===== config.mk =====
export PLATFORM = sky130hd
export DESIGN_NAME = floo_serial_link_rx_deframer
export DESIGN_NICKNAME = d
export VERILOG_FILES = /design/src/rtl/floo_serial_link_deframer_pkg.sv /design/src/rtl/floo_serial_link_rx_fifo.sv /design/src/rtl/floo_serial_link_rx_deframer.sv
export SDC_FILE = /design/constraint.sdc
export NUM_CORES = 1
export LEC_CHECK = 0
export CAP_MARGIN = 25
export CORE_MARGIN = 5
export CORE_UTILIZATION = 59
export CTS_CLUSTER_SIZE = 8
export DETAILED_ROUTE_END_ITERATION = 10
export PLACE_DENSITY = 0.78
export SETUP_SLACK_MARGIN = 0.1
export SLEW_MARGIN = 25
export SYNTH_ARGS = -nofsm -noshare
export SYNTH_HDL_FRONTEND = slang
export SYNTH_SLANG_ARGS = --single-unit

===== constraint.sdc =====
create_clock -name clk_i -period 9.05 [get_ports clk_i]
set_input_delay 0.905 -clock clk_i [delete_from_list [all_inputs] [get_ports clk_i]]
set_output_delay 0.905 -clock clk_i [all_outputs]
set_load 0.1 [all_outputs]

===== src/rtl/floo_serial_link_deframer_pkg.sv =====
// floo_serial_link_deframer_pkg: shared types and helpers for the serial link rx deframer
package floo_serial_link_deframer_pkg;
  typedef enum logic [0:0] {DfIdle = 1'b0, DfCollect = 1'b1} deframe_state_e;
  function automatic int num_beats(input int flit_w, input int beat_w);
    return (flit_w + beat_w - 1) / beat_w;
  endfunction
endpackage


===== src/rtl/floo_serial_link_rx_fifo.sv =====
// floo_serial_link_rx_fifo: registered-head FIFO with arbitrary depth and occupancy count
module floo_serial_link_rx_fifo #(
  parameter int unsigned Width = 64,
  parameter int unsigned Depth = 4
) (
  input  logic                       clk_i,
  input  logic                       rst_i,
  input  logic                       push_i,
  input  logic [Width-1:0]           data_i,
  input  logic                       pop_i,
  output logic [Width-1:0]           data_o,
  output logic                       full_o,
  output logic                       empty_o,
  output logic [$clog2(Depth+1)-1:0] fill_o
);
  localparam int unsigned PtrW = Depth > 1 ? $clog2(Depth) : 1;
  localparam int unsigned FillW = $clog2(Depth + 1);
  logic [Width-1:0] mem_q [Depth];
  logic [PtrW-1:0] wr_q, rd_q;
  logic [FillW-1:0] fill_q;
  logic push_ok, pop_ok;
  function automatic logic [PtrW-1:0] wrap_inc(input logic [PtrW-1:0] p);
    return p == PtrW'(Depth - 1) ? '0 : p + 1'b1;
  endfunction
  assign full_o = fill_q == FillW'(Depth);
  assign empty_o = fill_q == '0;
  assign fill_o = fill_q;
  assign pop_ok = pop_i && !empty_o;
  // a push into a full FIFO is legal only when the head leaves in the same cycle
  assign push_ok = push_i && (!full_o || pop_ok);
  assign data_o = empty_o ? '0 : mem_q[rd_q];
  always_ff @(posedge clk_i) begin
    if (rst_i) begin
      wr_q <= '0;
      rd_q <= '0;
      fill_q <= '0;
    end else begin
      if (push_ok) wr_q <= wrap_inc(wr_q);
      if (pop_ok) rd_q <= wrap_inc(rd_q);
      fill_q <= fill_q + FillW'(push_ok) - FillW'(pop_ok);
    end
  end
  always_ff @(posedge clk_i) begin
    if (push_ok) mem_q[wr_q] <= data_i;
  end
endmodule


===== src/rtl/floo_serial_link_rx_deframer.sv =====
// floo_serial_link_rx_deframer: reassembles rx beats into flits, buffers them and returns credits
module floo_serial_link_rx_deframer
  import floo_serial_link_deframer_pkg::*;
#(
  parameter int unsigned FlitWidth = 64,
  parameter int unsigned BeatWidth = 8,
  parameter int unsigned Depth = 4
) (
  input  logic                       clk_i,
  input  logic                       rst_i,
  input  logic                       beat_valid_i,
  input  logic                       beat_sof_i,
  input  logic [BeatWidth-1:0]       beat_data_i,
  output logic                       flit_valid_o,
  input  logic                       flit_ready_i,
  output logic [FlitWidth-1:0]       flit_o,
  output logic                       credit_o,
  input  logic                       clear_err_i,
  output logic                       overflow_err_o,
  output logic                       framing_err_o,
  output logic [$clog2(Depth+1)-1:0] fill_o
);
  localparam int unsigned NumBeats = num_beats(FlitWidth, BeatWidth);
  localparam int unsigned CntW = NumBeats > 1 ? $clog2(NumBeats) : 1;
  deframe_state_e state_q, state_d;
  logic [CntW-1:0] cnt_q, cnt_d, slot;
  logic [NumBeats*BeatWidth-1:0] buf_q, asm_frame;
  logic start, cont, stray, last, done, pop, push, full, empty, credit_q, ovf_q, ferr_q;
  assign start = beat_valid_i && beat_sof_i;
  assign cont = beat_valid_i && !beat_sof_i && state_q == DfCollect;
  assign stray = beat_valid_i && !beat_sof_i && state_q == DfIdle;
  assign last = cnt_q == CntW'(NumBeats - 1);
  assign done = (start && NumBeats == 1) || (cont && last);
  assign slot = start ? '0 : cnt_q;
  // current beat bypasses the storage so the flit is pushed on its last beat
  always_comb begin
    asm_frame = buf_q;
    asm_frame[slot*BeatWidth +: BeatWidth] = beat_data_i;
  end
  always_comb begin
    state_d = state_q;
    if (start) state_d = NumBeats == 1 ? DfIdle : DfCollect;
    else if (cont && last) state_d = DfIdle;
  end
  assign cnt_d = start ? CntW'(NumBeats > 1) : cont ? (last ? '0 : cnt_q + 1'b1) : cnt_q;
  assign pop = flit_valid_o && flit_ready_i;
  assign push = done && (!full || pop);
  assign flit_valid_o = !empty;
  assign credit_o = credit_q;
  assign overflow_err_o = ovf_q;
  assign framing_err_o = ferr_q;
  floo_serial_link_rx_fifo #(
    .Width(FlitWidth),
    .Depth(Depth)
  ) i_fifo (
    .clk_i  (clk_i),
    .rst_i  (rst_i),
    .push_i (push),
    .data_i (asm_frame[FlitWidth-1:0]),
    .pop_i  (pop),
    .data_o (flit_o),
    .full_o (full),
    .empty_o(empty),
    .fill_o (fill_o)
  );
  always_ff @(posedge clk_i) begin
    if (rst_i) begin
      state_q <= DfIdle;
      cnt_q <= '0;
      buf_q <= '0;
      credit_q <= 1'b0;
      ovf_q <= 1'b0;
      ferr_q <= 1'b0;
    end else begin
      state_q <= state_d;
      cnt_q <= cnt_d;
      if (start || cont) buf_q <= asm_frame;
      credit_q <= pop;
      ovf_q <= (done && full && !pop) || (ovf_q && !clear_err_i);
      ferr_q <= stray || (start && state_q == DfCollect) || (ferr_q && !clear_err_i);
    end
  end
endmodule


==> out/metrics.yaml <==
clk_latency_ns: 0.54
core_sq_um: 23400
fp.dieArea_sq_um: 26900
cts_tree: "yes"
maxSlewViolCount: 0
min_period_ns: 4.73
critPathKind: "flip-flop to output port"
ant_nets: 0
portBuffers: 84
routed_via_density: 5.99
ys.flop_type: "edfxtp_1"
cts_buffers: 47
die_h_um: 164
final_cell_mix: "edfxtp_1, clkdlybuf4s50_1, dfxtp_1"
critPathMaxStageDelay_ns: 0.96
power_density_nw_per_um2: 313
htree_num_levels: 2
cp.arrival_ns: 3.82
final-setup-viol-count: 0
vdd_ir_drop_max_uv: 397
synth_cell_type_count: 52
synth-edff-count: 256
syn_inst: 873
fin_tns_setup_ns: 0
cp_cell_sequence: "buf_4 -> mux4_2 -> and2_1 -> clkdlybuf4s50_1"
ys_warn_count: 0
path_buf_inv: 2
slew-limit-headroom: 0.311
wl_per_cell_um: 22.4
top_usage_layer: "met2"
start_util: 0.597
dieWidth_um: 164
grt_use_met1: 0.311
avgSynthCellArea_sq_um: 16.0
overflow: 0
grt_setup_unrepaired: "no"
worst_slew_pin_slew_ns: 1.03
gp_congestion: 0.858
antenna_found_initial: 1
crit_slowest_cell: "clkdlybuf4s50_1"
hold_buffers: 0
start_kind: "flip-flop"
postPlaceCellArea_sq_um: 15000
hold_viol: 0
async_flop_share: 0
ys_ff_latch: 336
cts.clk_slew.worst_paths_ns: 0.05
yosysTopAreaCellShare: 0.550
clock_path_buffers: 3
grt_max_degree: 66
cp-end-kind: "output port"
via_count: 7891
rows: 56
yosys-top-cells-area: "edfxtp_1, dfxtp_1, mux4_2"
cts_resized: 0
path_max_fanout: 33
io_pins: 85
drive_gt1_frac: 0.211
grt_pass1_wl_um: 46300
grt_pass1_vias: 8232
cellLeakagePower_nw: 5.53
synth_area_leader_cell: "edfxtp_1"
design_area_sq_um: 16400
layout_commonest_cell: "edfxtp_1"
dp_hpwl_um: 17800
worstPathRequired_ns: 8.15
grt_use_met2: 0.365
max-cap-violations: 0
remaining_drc_errors: 0
fin_crit_sh: 0.522
grt_use_total: 0.227
drt_iter0_drc: 618
hold_path.class: "flip-flop to flip-flop"
clkSinkCount: 336
drt_wl_total_um: 29500
skew_ns: 0.0170
synthesis.area_sq_um: 14000
area_growth_pct: 17.4
dr.pass1.iters: 5
seq_area_frac_synth: 0.665
outcome: "completed"
post_cts_buffers: 0
fmax_ghz: 0.212
crit_family: "buffers and inverters"
use_met3: 0.0459
cts-root-buf: "clkbuf_16"
syn_nets: 900
nets: 987
==> metal layers <==
layer	wire length [um]	vias up
met5	0	-
met4	1080	0
met3	1950	76
met2	14200	301
met1	12300	3981
li1	-	3533
==> area by class of cell <==
type,count,area [sq um]
Antenna cell,1,2.50
Clock buffer,85,1340
Clock inverter,2,25.0
Fill cell,1587,7000
Inverter,11,41.3
Multi-Input combinational cell,473,4410
Sequential cell,336,9290
Tap cell,319,399
Timing Repair Buffer,91,893
==> synth_stat cells (all sizes together), types with 2 or more instances <==
cell type and n:
a22oi 3, a21oi 15, nor3b 2, edfxtp 256, o21ai 26, nand3 30, or3 3, nor2b 17
nand2 58, o22ai 20, o211ai 3, dfxtp 80, mux2i 27, inv 11, nor3 3, nor2 13
ha 12, mux4 64, mux2 65, and2 72, clkbuf 27, o31ai 2, nand4 7, nand4b 2
buf 26, and3 16
==> where the power goes <==
| group | leakage [nW] | total [W] | switching (W) | internal, W |
|---|---|---|---|---|
| registers | 2.85 | 0.00171 | 0.0000460 | 0.00166 |
| logic | 2.03 | 0.00183 | 0.00138 | 0.000446 |
| clock network | 0.647 | 0.00160 | 0.000607 | 0.000989 |
| total | 5.53 | 0.00513 | 0.00203 | 0.00310 |
==> worst paths after layout <==
path                               to  slack, ns  startpoint  cells past startpoint
setup / recovery           flit_o[40]       4.32   flip-flop                      4
hold / removal              buf_q[55]       0.46   buf_q[55]                      2
setup reg to reg  i_fifo.mem_q[2][48]       5.42    cnt_q[0]                      7
hold reg to reg             buf_q[55]       0.46   buf_q[55]                      2
==> stage by stage <==
stage / power (W) / setup WS, ns / instances / hold WS [ns] / utilization
after floorplan: 0.00319 / 5.03 / 873 / 0.435 / -
after global placement: 0.00357 / 4.53 / 1230 / 0.444 / 0.642
after detailed placement: 0.00358 / 4.42 / 1230 / 0.452 / 0.642
after CTS: 0.00518 / 4.21 / 1317 / 0.461 / 0.701
after global routing: 0.00531 / 4.06 / 1318 / 0.480 / 0.701
final: 0.00513 / 4.32 / 1318 / 0.460 / 0.701
==> state kept, by name, summed over array words and instances (netlist names), 2 cells and up, named ones only <==
| name | cells |
|---|---|
| buf_q | 64 |
| i_fifo.mem_q | 256 |
| cnt_q | 3 |
| i_fifo.rd_q | 2 |
| i_fifo.fill_o | 3 |
| i_fifo.wr_q | 2 |
==> worst min-delay path, delay by kind of cell, from the launching register on <==
kind	cells	cell delay [ns]
DFF	1	0.30
muxes	1	0.05
and+or+nand+nor	1	0.05
==> cells by family (layout without fill, tap and decap cells) <==
logic type	count (synthesis)	count (layout)	synth area share
flops	336	336	0.665
other cells	0	1	0
xor+xnor	2	2	0.00125
simple gates	230	230	0.0959
buf+inv	64	189	0.0205
compound gates	72	72	0.0305
mux	156	156	0.175
fa+ha+maj	13	13	0.0122
(Power assumes the default switching activity.)
